### src/rtl/sr_chain_pkg.sv
// Shared types and sizing helpers for the shift-register chain controller.
package sr_chain_pkg;

  localparam int WORD_W = 16;

  typedef enum logic [2:0] {
    IDLE,
    SETUP,
    SHIFT_HI,
    SHIFT_LO,
    LOAD,
    FINISH
  } sr_state_t;

  function automatic int calc_nwords(input int width);
    return (width + WORD_W - 1) / WORD_W;
  endfunction

  // A zero-width word field is legal: with a single word the address is just the channel.
  function automatic int calc_wa_w(input int nwords);
    return $clog2(nwords);
  endfunction

  function automatic int calc_ca_w(input int nch);
    return (nch > 1) ? $clog2(nch) : 1;
  endfunction

endpackage

### src/rtl/sr_tick_gen.sv
// Divided-rate tick source: tick fires once every 2**div cycles, restarting on load.
module sr_tick_gen #(
  parameter int DIV_WIDTH = 6
) (
  input  logic                 clk_in,
  input  logic                 rst_n,
  input  logic                 load,
  input  logic [DIV_WIDTH-1:0] div,
  output logic                 tick
);

  localparam int CNT_W = 2 ** DIV_WIDTH;

  logic [DIV_WIDTH-1:0] div_q;
  logic [CNT_W-1:0]     cnt;

  function automatic logic [CNT_W-1:0] reload_val(input logic [DIV_WIDTH-1:0] d);
    return (CNT_W'(1) << d) - CNT_W'(1);
  endfunction

  // div is captured only on load so mid-operation changes cannot disturb the shift timing.
  always_ff @(posedge clk_in or negedge rst_n) begin
    if (!rst_n) begin
      div_q <= '0;
      cnt   <= '0;
    end else if (load) begin
      div_q <= div;
      cnt   <= reload_val(div);
    end else if (cnt == '0) begin
      cnt   <= reload_val(div_q);
    end else begin
      cnt   <= cnt - CNT_W'(1);
    end
  end

  assign tick = (cnt == '0);

endmodule

### src/rtl/sr_multi_chain_ctrl.sv
// Programs NCH configuration chains in parallel over a divided clk_sr and
// captures the returning contents for readback and shadow comparison.
module sr_multi_chain_ctrl
  import sr_chain_pkg::*;
#(
  parameter int NCH             = 4,
  parameter int WIDTH           = 170,
  parameter int DIV_WIDTH       = 6,
  parameter int SHIFT_DIRECTION = 1,
  localparam int NWORDS = calc_nwords(WIDTH),
  localparam int WA_W   = calc_wa_w(NWORDS),
  localparam int CA_W   = calc_ca_w(NCH),
  localparam int AW     = CA_W + WA_W
) (
  input  logic                 clk_in,
  input  logic                 rst_n,
  input  logic                 start,
  input  logic [DIV_WIDTH-1:0] div,
  input  logic                 wr_en,
  input  logic [AW-1:0]        wr_addr,
  input  logic [15:0]          din,
  input  logic                 rd_en,
  input  logic [AW-1:0]        rd_addr,
  output logic [15:0]          dout,
  input  logic [NCH-1:0]       data_in,
  output logic                 clk_sr,
  output logic [NCH-1:0]       data_out,
  output logic                 load_sr,
  output logic                 busy,
  output logic                 done,
  output logic [NCH-1:0]       mismatch,
  output logic                 shadow_valid,
  output logic                 wr_err
);

  localparam int PADW = NWORDS * WORD_W;
  localparam int BC_W = $clog2(WIDTH + 1);
  localparam int IX_W = $clog2(PADW);
  localparam logic [AW-1:0] WORD_MASK = AW'((1 << WA_W) - 1);

  // Images are padded to whole words; pad bits are never written and stay 0.
  logic [PADW-1:0] tx_img     [NCH];
  logic [PADW-1:0] rx_img     [NCH];
  logic [PADW-1:0] shadow_img [NCH];

  sr_state_t       state;
  logic [BC_W-1:0] bit_cnt;
  logic            load_half;
  logic            tick;
  logic            start_ok;
  logic [AW-1:0]   wr_ch, wr_wd, rd_ch, rd_wd;

  assign start_ok = (state == IDLE) && start && !busy;
  assign wr_ch    = wr_addr >> WA_W;
  assign wr_wd    = wr_addr & WORD_MASK;
  assign rd_ch    = rd_addr >> WA_W;
  assign rd_wd    = rd_addr & WORD_MASK;

  sr_tick_gen #(.DIV_WIDTH(DIV_WIDTH)) u_tick (
    .clk_in (clk_in),
    .rst_n  (rst_n),
    .load   (start_ok),
    .div    (div),
    .tick   (tick)
  );

  // Image position of the n-th bit on the wire.
  function automatic logic [IX_W-1:0] bit_pos(input logic [BC_W-1:0] n);
    if (SHIFT_DIRECTION != 0) return IX_W'(WIDTH - 1 - int'(n));
    return IX_W'(n);
  endfunction

  function automatic logic [WORD_W-1:0] word_mask(input int k);
    logic [WORD_W-1:0] m;
    m = '0;
    for (int b = 0; b < WORD_W; b++) m[b] = (k * WORD_W + b) < WIDTH;
    return m;
  endfunction

  always_ff @(posedge clk_in or negedge rst_n) begin
    if (!rst_n) begin
      for (int c = 0; c < NCH; c++) tx_img[c] <= '0;
      wr_err <= 1'b0;
    end else begin
      if (wr_en && busy) wr_err <= 1'b1;
      else if (start_ok) wr_err <= 1'b0;
      if (wr_en && !busy) begin
        for (int c = 0; c < NCH; c++)
          for (int k = 0; k < NWORDS; k++)
            if (wr_ch == AW'(c) && wr_wd == AW'(k))
              tx_img[c][k*WORD_W +: WORD_W] <= din & word_mask(k);
      end
    end
  end

  always_ff @(posedge clk_in or negedge rst_n) begin
    if (!rst_n) begin
      dout <= '0;
    end else if (rd_en) begin
      dout <= '0;
      for (int c = 0; c < NCH; c++)
        for (int k = 0; k < NWORDS; k++)
          if (rd_ch == AW'(c) && rd_wd == AW'(k))
            dout <= rx_img[c][k*WORD_W +: WORD_W];
    end
  end

  always_ff @(posedge clk_in or negedge rst_n) begin
    if (!rst_n) begin
      state        <= IDLE;
      bit_cnt      <= '0;
      load_half    <= 1'b0;
      clk_sr       <= 1'b0;
      load_sr      <= 1'b0;
      data_out     <= '0;
      busy         <= 1'b0;
      done         <= 1'b0;
      mismatch     <= '0;
      shadow_valid <= 1'b0;
      for (int c = 0; c < NCH; c++) begin
        rx_img[c]     <= '0;
        shadow_img[c] <= '0;
      end
    end else begin
      done <= 1'b0;
      case (state)
        IDLE: begin
          if (start_ok) begin
            state   <= SETUP;
            busy    <= 1'b1;
            clk_sr  <= 1'b0;
            bit_cnt <= '0;
            for (int c = 0; c < NCH; c++) data_out[c] <= tx_img[c][bit_pos('0)];
          end
        end
        SETUP: begin
          if (tick) begin
            state  <= SHIFT_HI;
            clk_sr <= 1'b1;
          end
        end
        SHIFT_HI: begin
          // Falling edge: capture the returned bit and present the next one.
          if (tick) begin
            state   <= SHIFT_LO;
            clk_sr  <= 1'b0;
            bit_cnt <= bit_cnt + 1'b1;
            for (int c = 0; c < NCH; c++) rx_img[c][bit_pos(bit_cnt)] <= data_in[c];
            if (int'(bit_cnt) + 1 < WIDTH)
              for (int c = 0; c < NCH; c++)
                data_out[c] <= tx_img[c][bit_pos(bit_cnt + 1'b1)];
          end
        end
        SHIFT_LO: begin
          if (tick) begin
            if (int'(bit_cnt) < WIDTH) begin
              state  <= SHIFT_HI;
              clk_sr <= 1'b1;
            end else begin
              state     <= LOAD;
              load_sr   <= 1'b1;
              load_half <= 1'b0;
              data_out  <= '0;
            end
          end
        end
        LOAD: begin
          if (tick) begin
            if (!load_half) begin
              load_half <= 1'b1;
            end else begin
              state        <= FINISH;
              load_sr      <= 1'b0;
              busy         <= 1'b0;
              done         <= 1'b1;
              shadow_valid <= 1'b1;
              for (int c = 0; c < NCH; c++) begin
                mismatch[c]   <= shadow_valid && (rx_img[c] != shadow_img[c]);
                shadow_img[c] <= tx_img[c];
              end
            end
          end
        end
        FINISH:  state <= IDLE;
        default: state <= IDLE;
      endcase
    end
  end

endmodule

### config.mk
export PLATFORM = sky130hd
export DESIGN_NAME = sr_multi_chain_ctrl
export DESIGN_NICKNAME = d
export VERILOG_FILES = /design/src/rtl/sr_chain_pkg.sv /design/src/rtl/sr_tick_gen.sv /design/src/rtl/sr_multi_chain_ctrl.sv
export SDC_FILE = /design/constraint.sdc
export NUM_CORES = 2
export LEC_CHECK = 0
export BUFFER_PORTS_ARGS = -buffer_cell sky130_fd_sc_hd__buf_2
export CORE_AREA = 5 5 370 735
export CTS_BUF_LIST = sky130_fd_sc_hd__clkbuf_8
export DETAILED_ROUTE_END_ITERATION = 8
export DIE_AREA = 0 0 375 740
export SYNTH_ARGS = -nofsm -noshare
export SYNTH_HDL_FRONTEND = slang
export SYNTH_HIERARCHICAL = 1
export SYNTH_SLANG_ARGS = --single-unit
export TNS_END_PERCENT = 1
### constraint.sdc
create_clock -name clk_in -period 5.1 [get_ports clk_in]
set_input_delay 0 -clock clk_in [delete_from_list [all_inputs] [get_ports clk_in]]
set_output_delay 0 -clock clk_in [all_outputs]
set_load 0.005 [all_outputs]
# Word-level counts from Yosys, hierarchy flattened
# Index checks and enable logic that the tools add are counted.
dict set report op_classes {
  addsub 7
  n_lt_le_gt_ge 5
  eq_ne 43
  shift 2
  muxes 108
  reduce_logical 163
}
# cell n
set ops {}
lappend ops {{176-bit bitwise mux} 4}
lappend ops {{16-bit two-way mux} 44}
lappend ops {{176-bit by 170-bit != test with 1-bit output} 4}
lappend ops {{64-bit two-way mux} 2}
lappend ops {{1-bit by 6-bit << shifter with 64-bit output, first input constant} 2}
lappend ops {{64-bit by 2-bit subtractor with 64-bit output, second input constant} 2}
lappend ops {{1-bit logical AND} 97}
lappend ops {{2-bit AND reduction} 45}
lappend ops {{8-bit two-way mux} 9}
lappend ops {{64-bit logical NOT} 1}
lappend ops {{64-bit by 1-bit subtractor with 64-bit output, second input constant} 1}
lappend ops {{1-bit binary-select mux with 8-bit select} 4}
lappend ops {{4-bit by 3-bit == test with 1-bit output, second input constant} 8}
lappend ops {{1-bit two-way mux} 25}
lappend ops {{4-bit == test, second input constant} 6}
lappend ops {{6-bit logical NOT} 4}
lappend ops {{3-bit two-way mux} 7}
lappend ops {{4-bit two-way mux} 5}
lappend ops {{8-bit by 9-bit < comparator with 1-bit output, second input constant} 2}
lappend ops {{2-bit != test, second input constant} 9}
lappend ops {{6-bit AND reduction} 3}
lappend ops {{4-bit by 2-bit == test with 1-bit output, second input constant} 4}
lappend ops {{8-bit case mux with 2 select lines} 1}
lappend ops {{8-bit subtractor, first input constant} 2}
lappend ops {{other kinds (24)} 37}
dict set report totals {
  reg_bits 2176
  in_bits 43
  output_inout_bits 30
}

# Longest topological paths before layout
dict set report depth {
  depth_word 46
  mapped_depth 24
  depth_no_buf 14
}

# By module
# The synthesis kept the hierarchy.
# mod n_inst cells_each area_each_um2
set by_module_without_submodules {}
lappend by_module_without_submodules {sr_multi_chain_ctrl 1 8719 98832.3}
lappend by_module_without_submodules {sr_tick_gen 1 905 6661.4}

# Least setup slack after synthesis
# No wires, ideal clock.
dict set report synth_timing {
  path_type {reg2reg}
  from {register bit_cnt[0]}
  to {register data_out[3]}
  setup_ns 0.129
  arrival_time_ns 4.653
  required_ns 4.971
  setup_slack_ns 0.318
  stages_incl_launch_ff 23
  synth_period_minus_slack_ns 4.782
  cell_sequence {dfrtp_1 > buf_6 > buf_6 > buf_6 > buf_4 > buf_4 > buf_4 > inv_1 > ha_1 > buf_2 > buf_2 > inv_1 > ha_1 > xnor2_2 > xnor2_2 > buf_6 > buf_4 > mux4_2 > mux2_2 > a22oi_1 > nor4_1 > a31oi_1 > nand3_1}
}
dict set report synth_between {
  elab_chain_cells 11
}
# item line_no
set synth_lines {}
lappend synth_lines {{from (decl)} sr_multi_chain_ctrl.sv:47} ;# logic [BC_W-1:0] bit_cnt;
lappend synth_lines {{from (signal assigned)} sr_multi_chain_ctrl.sv:147} ;# bit_cnt <= bit_cnt + 1'b1;
lappend synth_lines {{8-bit by 1-bit adder with 8-bit output} sr_multi_chain_ctrl.sv:151} ;# data_out[c] <= tx_img[c][bit_pos(bit_cnt + 1'b1)];
lappend synth_lines {{8-bit subtractor} sr_multi_chain_ctrl.sv:69} ;# if (SHIFT_DIRECTION != 0) return IX_W'(WIDTH - 1 - int'(n));
lappend synth_lines {{8-bit two-way mux} sr_multi_chain_ctrl.sv:70} ;# return IX_W'(n);
lappend synth_lines {{8-bit two-way mux} sr_multi_chain_ctrl.sv:149} ;# if (int'(bit_cnt) + 1 < WIDTH)
lappend synth_lines {{8-bit two-way mux} sr_multi_chain_ctrl.sv:144} ;# if (tick) begin
lappend synth_lines {{8-bit two-way mux} sr_multi_chain_ctrl.sv:126} ;# case (state)
lappend synth_lines {{1-bit binary-select mux with 8-bit select} sr_multi_chain_ctrl.sv:151}
lappend synth_lines {{1-bit two-way mux (not written as such)} sr_multi_chain_ctrl.sv:151}
lappend synth_lines {{4-bit two-way mux} sr_multi_chain_ctrl.sv:149}
lappend synth_lines {{4-bit two-way mux} sr_multi_chain_ctrl.sv:144}
lappend synth_lines {{4-bit case mux with 3 select lines} sr_multi_chain_ctrl.sv:126}
lappend synth_lines {{to (signal, indexed assignment)} sr_multi_chain_ctrl.sv:151}
lappend synth_lines {{to (decl)} sr_multi_chain_ctrl.sv:27} ;# output logic [NCH-1:0] data_out,
# Several ways; a longest one is shown, not always the timed one. The select of a mux whose other input is x is not followed.
# A chain may end at the register's enable or synchronous reset.

# Worst setup path after layout
dict set report layout_timing {
  from {register u_tick.cnt[7]}
  to {register rx_img[485] (netlist name)}
}
dict set report layout_between {
  elab_chain_cells 2
}
# item line_no
set layout_lines {}
lappend layout_lines {{from (decl)} sr_tick_gen.sv:15} ;# logic [CNT_W-1:0] cnt;
lappend layout_lines {{from (signal assigned)} sr_tick_gen.sv:28} ;# cnt <= reload_val(div);
lappend layout_lines {{from (signal assigned)} sr_tick_gen.sv:30} ;# cnt <= reload_val(div_q);
lappend layout_lines {{from (signal assigned)} sr_tick_gen.sv:32} ;# cnt <= cnt - CNT_W'(1);
lappend layout_lines {{64-bit logical NOT} sr_tick_gen.sv:36} ;# assign tick = (cnt == '0);
lappend layout_lines {{named net tick} sr_multi_chain_ctrl.sv:49} ;# logic tick;
lappend layout_lines {{2-bit AND reduction (no source line)} --}
lappend layout_lines {{to (signal, indexed assignment)} sr_multi_chain_ctrl.sv:121} ;# rx_img[c] <= '0;
lappend layout_lines {{to (decl)} sr_multi_chain_ctrl.sv:43} ;# logic [PADW-1:0] rx_img [NCH];
# The timed path passes the listed nets, and every way through them passes these cells.

==> qor.csv <==
stage,metric,value,unit
logic_synthesis,"Net Count, Synth",9678,
power,Comb power frac,13.6,%
routing,met3 WL,60300,µm
worst_setup_path,Worst R2R Setup Slack,-0.05,ns
routing,DRT antenna net count,0,
power,Cell Int Power,27.5,mW
worst_setup_path,Worst Path Required,6.08,ns
worst_setup_path,CP Class,reg2reg,
power,clock network fraction of total power,40.9,%
floorplanning,starting density of the core,39.7,%
worst_setup_path,crit path from,u_tick/cnt[7]$_DFF_PN0_,
worst_setup_path,Startpoint Class,flop,
grt,global-route wire length before repair,921000,µm
floorplanning,Die Width,375,µm
layout,"most common cell after layout, fill and taps aside",dfrtp_1,
logic_synthesis,Post-synth EDFFs,0,
layout,share of cells above drive strength 1,29.6,%
status,violated checks,"design-rule violations, max-capacitance violations, max-slew violations, negative setup slack",
worst_setup_path,CP Max Fanout,14,
sta,count of pins over their slew limit,18,
sta,Final TNS setup,-0.127,ns
worst_setup_path,arrival time worst endpoint,6.13,ns
layout,most frequent cells in the layout,"dfrtp_1 (2175), nand2_1 (2103), mux2_2 (1399), buf_4 (710), clkbuf_8 (421)",
sta,final hold vios,0,
clock_network,CTS Buffer Depth,4,
clock_network,TritonCTS Buffers,340,
clock_network,Clock Pin Slew Worst Setup and Hold Paths,0.07,ns
logic_synthesis,Synth cell types,98,
logic_synthesis,Post-Syn Area,105000,µm²
power,sequential share of power,45.5,%
status,status,"complete, but fails checks",
worst_setup_path,r2r endpoint,rx_img[485]$_DFFE_PN0P_,
worst_setup_path,critical path depth,14,
job,number of max-cap violations,7,
clock_network,# clock sinks,2176,
sta,Period minus WS final,5.15,ns
worst_hold_path,Hold Crit Depth,6,
sta,Max-slew headroom,-17.1,%
logic_synthesis,"Avg Cell Area, Syn",11.0,µm²
placement,RD Place Congestion,1.16,
sta,RSZ-0062 raised after global routing,no,
worst_setup_path,r2r startpoint,u_tick/cnt[7]$_DFF_PN0_,
logic_synthesis,YS warnings,6,
logic_synthesis,post-synthesis sequential area ratio,51.6,%
grt,gr ovfl total,0,
logic_synthesis,most common flop cell mapped by yosys,dfrtp_1,
sta,Tcrit/Tclk final,101,%
sta,final worst setup slack,-0.0532,ns
worst_setup_path,CP Capture Type,flop,
sta,final setup fails,3,
routing,met2 WL,318000,µm
grt,vias in the first global route,91600,
clock_network,root buffer cell,clkbuf_8,
layout,Nets,10300,
sta,Tightest Pin Transition,1.76,ns
routing,DRC viols,1,
routing,wire length on met1,216000,µm
routing,vias after detailed routing,93700,
routing,Top Layer Used,met5,
power,PwrDens,328,nW/µm²
floorplanning,core area,266000,µm²
sta,Fmax,0.194,GHz
grt,pin count of the biggest net entering global routing,177,
layout,fin util,46.0,%
power,Net Sw Power,12.7,mW
routing,Via density,6.63,
worst_setup_path,crit-path cells,"or4_1, nor3_2, nand4_1, nor2_1, buf_4, inv_1, nor3_2, buf_4, buf_4, nand3_1, buf_4, nor2_1, buf_4, mux2_2",
floorplanning,IO Pins,73,
floorplanning,die area,278000,µm²
worst_setup_path,CP max-delay cell,nor2_1,
placement,placed wire-length estimate,547000,µm
grt,initial antenna violation count,114,
floorplanning,DIE HEIGHT,740,µm
worst_setup_path,CP most frequent cell,buf_4,
logic_synthesis,Post-synth ARST share,100,%
routing,iteration-0 DRC count of the detailed router,11600,
worst_setup_path,r2r worst-path depth,14,
worst_setup_path,CP endpoint,rx_img[485]$_DFFE_PN0P_,
sta,Clock Skew,0.0976,ns
logic_synthesis,cell count after synthesis,9624,
worst_hold_path,Hold Crit Class,in2reg,
clock_network,Post-CTS Setup Bufs,0,
worst_setup_path,Worst path max stage delay,1.00,ns
logic_synthesis,"flops & latches, synth",2176,
routing,drt first pass iters,9,
power,Lkg Pwr,59.2,nW
placement,Buffers on Ports,72,
power,Worst VDD drop,0.280,mV
routing,final WL,711000,µm
worst_setup_path,worst path bufs/invs,6,
clock_network,H-tree levels,5,
clock_network,CTS tree,yes,
grt,GRT Resource Usage Total,50.4,%
power,sw frac,31.6,%
floorplanning,cell row count,268,
routing,DR WL/cell,50.3,µm
layout,Syn-to-layout area delta,16.1,%
worst_setup_path,"delay-heaviest family, CP",simple AND/OR/NAND/NOR gates,
clock_network,later-pin clock latency in the skew report,1.14,ns
-- power by group through the flow --
stage	clock [mW]	combinational (mW)	sequential (mW)
CTS	16.4	5.19	18.2
detailed placement	0	5.14	18.5
global route	17.1	5.53	18.3
floorplan	0	2.38	18.2
global placement	0	5.13	18.5
finish	16.4	5.46	18.3
-- worst min-delay path: stages --
cell	delay, ns
dlygate4sd3_1	0.53
buf_2	0.15
nand3_1	0.09
a21o_1	0.11
a21oi_1	0.06
a31o_2	0.21
-- worst min-delay path by stage --
stage	slack (ns)	endpoint	from
2_1_floorplan	-0.30	bit_cnt[0]$_DFFE_PN0P_	rst_n
3_3_place_gp	-0.03	shadow_img[529]$_DFFE_PN0P_	rst_n
3_5_place_dp	-0.02	tx_img[529]$_DFFE_PN0P_	rst_n
4_1_cts	0.04	tx_img[689]$_DFFE_PN0P_	wr_addr[3]
5_1_grt	0.13	u_tick/div_q[0]$_DFFE_PN0P_	div[0]
6_report	0.08	state[0]$_DFFE_PN0P_	start
-- Yosys cell counts, types with 11 or more instances --
cell	instances	area share, %
xor2_1	251	2.1
mux2_2	1399	15
a221o_1	13	0.12
nor4_1	152	0.90
xnor2_1	238	2.0
or4_1	22	0.16
inv_1	304	1.1
o22ai_1	205	1.2
nor3_1	100	0.47
o211ai_1	21	0.15
buf_1	13	0.046
o2bb2ai_1	56	0.46
a2111oi_0	17	0.14
a22o_1	45	0.37
nand4_1	100	0.59
clkbuf_1	497	1.8
and2_1	15	0.089
buf_2	51	0.24
a22oi_1	71	0.51
a221oi_1	85	0.71
nor2_1	359	1.3
nand2b_1	32	0.19
o21ai_0	307	1.5
nand3_1	111	0.53
or3_1	18	0.11
nor2_2	24	0.14
o31ai_1	33	0.23
a222oi_1	22	0.21
or2_2	19	0.11
a211oi_1	21	0.15
a31oi_1	39	0.23
and3_1	26	0.15
buf_4	19	0.14
dfrtp_1	2176	52
nor2b_1	26	0.15
mux4_2	220	4.7
a21oi_1	140	0.66
o21a_1	15	0.11
mux2i_1	34	0.32
nand2_1	2104	7.5
ha_1	11	0.13
o221ai_1	33	0.27
-- timing repair --
item / in CTS / in global routing
endpoints found under the setup margin: 2 / 18
hold buffers: 42 / 0
resized for setup: 1 / 5
hold endpoints to repair: 2367 / 0
-- metal layers --
metal / global-route usage [%] / vias up
met3: 15.5 / 3191
met5: 0.856 / -
met2: 76.6 / 6988
met1: 49.0 / 48200
li1: - / 35300
met4: 63.4 / 30
-- logic make-up after synthesis --
| kind of cell | after synthesis | synth area share (%) |
|---|---|---|
| flip-flops | 2176 | 51.6 |
| AO/OA/AOI/OAI | 1230 | 7.90 |
| adder cells (fa/ha/maj) | 11 | 0.130 |
| buffers and inverters | 894 | 3.37 |
| AND/OR/NAND/NOR | 3167 | 12.9 |
| multiplexers | 1653 | 20.0 |
| XOR/XNOR | 493 | 4.13 |
-- per-stage QoR --
stage	instance area, µm²	setup slack, ns	power, mW	std cells	hold slack [ns]
final	122000	-0.0532	40.2	14100	0.0805
after global routing	122000	0.000321	40.9	14100	0.127
after CTS	122000	0.131	39.9	14000	0.0411
after detailed placement	114000	-0.253	23.7	13400	-0.0156
after global placement	114000	-0.514	23.7	13400	-0.0297
after floorplan	105000	0.318	20.6	9624	-0.296
-- state kept, by name, indices dropped and copies added, names as in the netlist --
register	cells
rx_img	704
load_half	1
wr_err	1
u_tick/div_q	6
load_sr	1
clk_sr	1
mismatch	4
busy	1
done	1
bit_cnt	8
tx_img	680
dout	16
shadow_img	680
data_out	4
shadow_valid	1
state	3
u_tick/cnt	64
-- area by class of cell --
| type | instances | area (µm²) |
|---|---|---|
| antenna | 106 | 265 |
| fill | 25100 | 143000 |
| timing repair buffer | 867 | 7040 |
| clock buffer | 421 | 5790 |
| inverter | 306 | 1160 |
| sequential | 2176 | 54500 |
| clock inverter | 187 | 1390 |
| multi-input combinational | 6554 | 48000 |
| tap | 3510 | 4390 |
No activity file was read; power rests on OpenSTA's default activity.
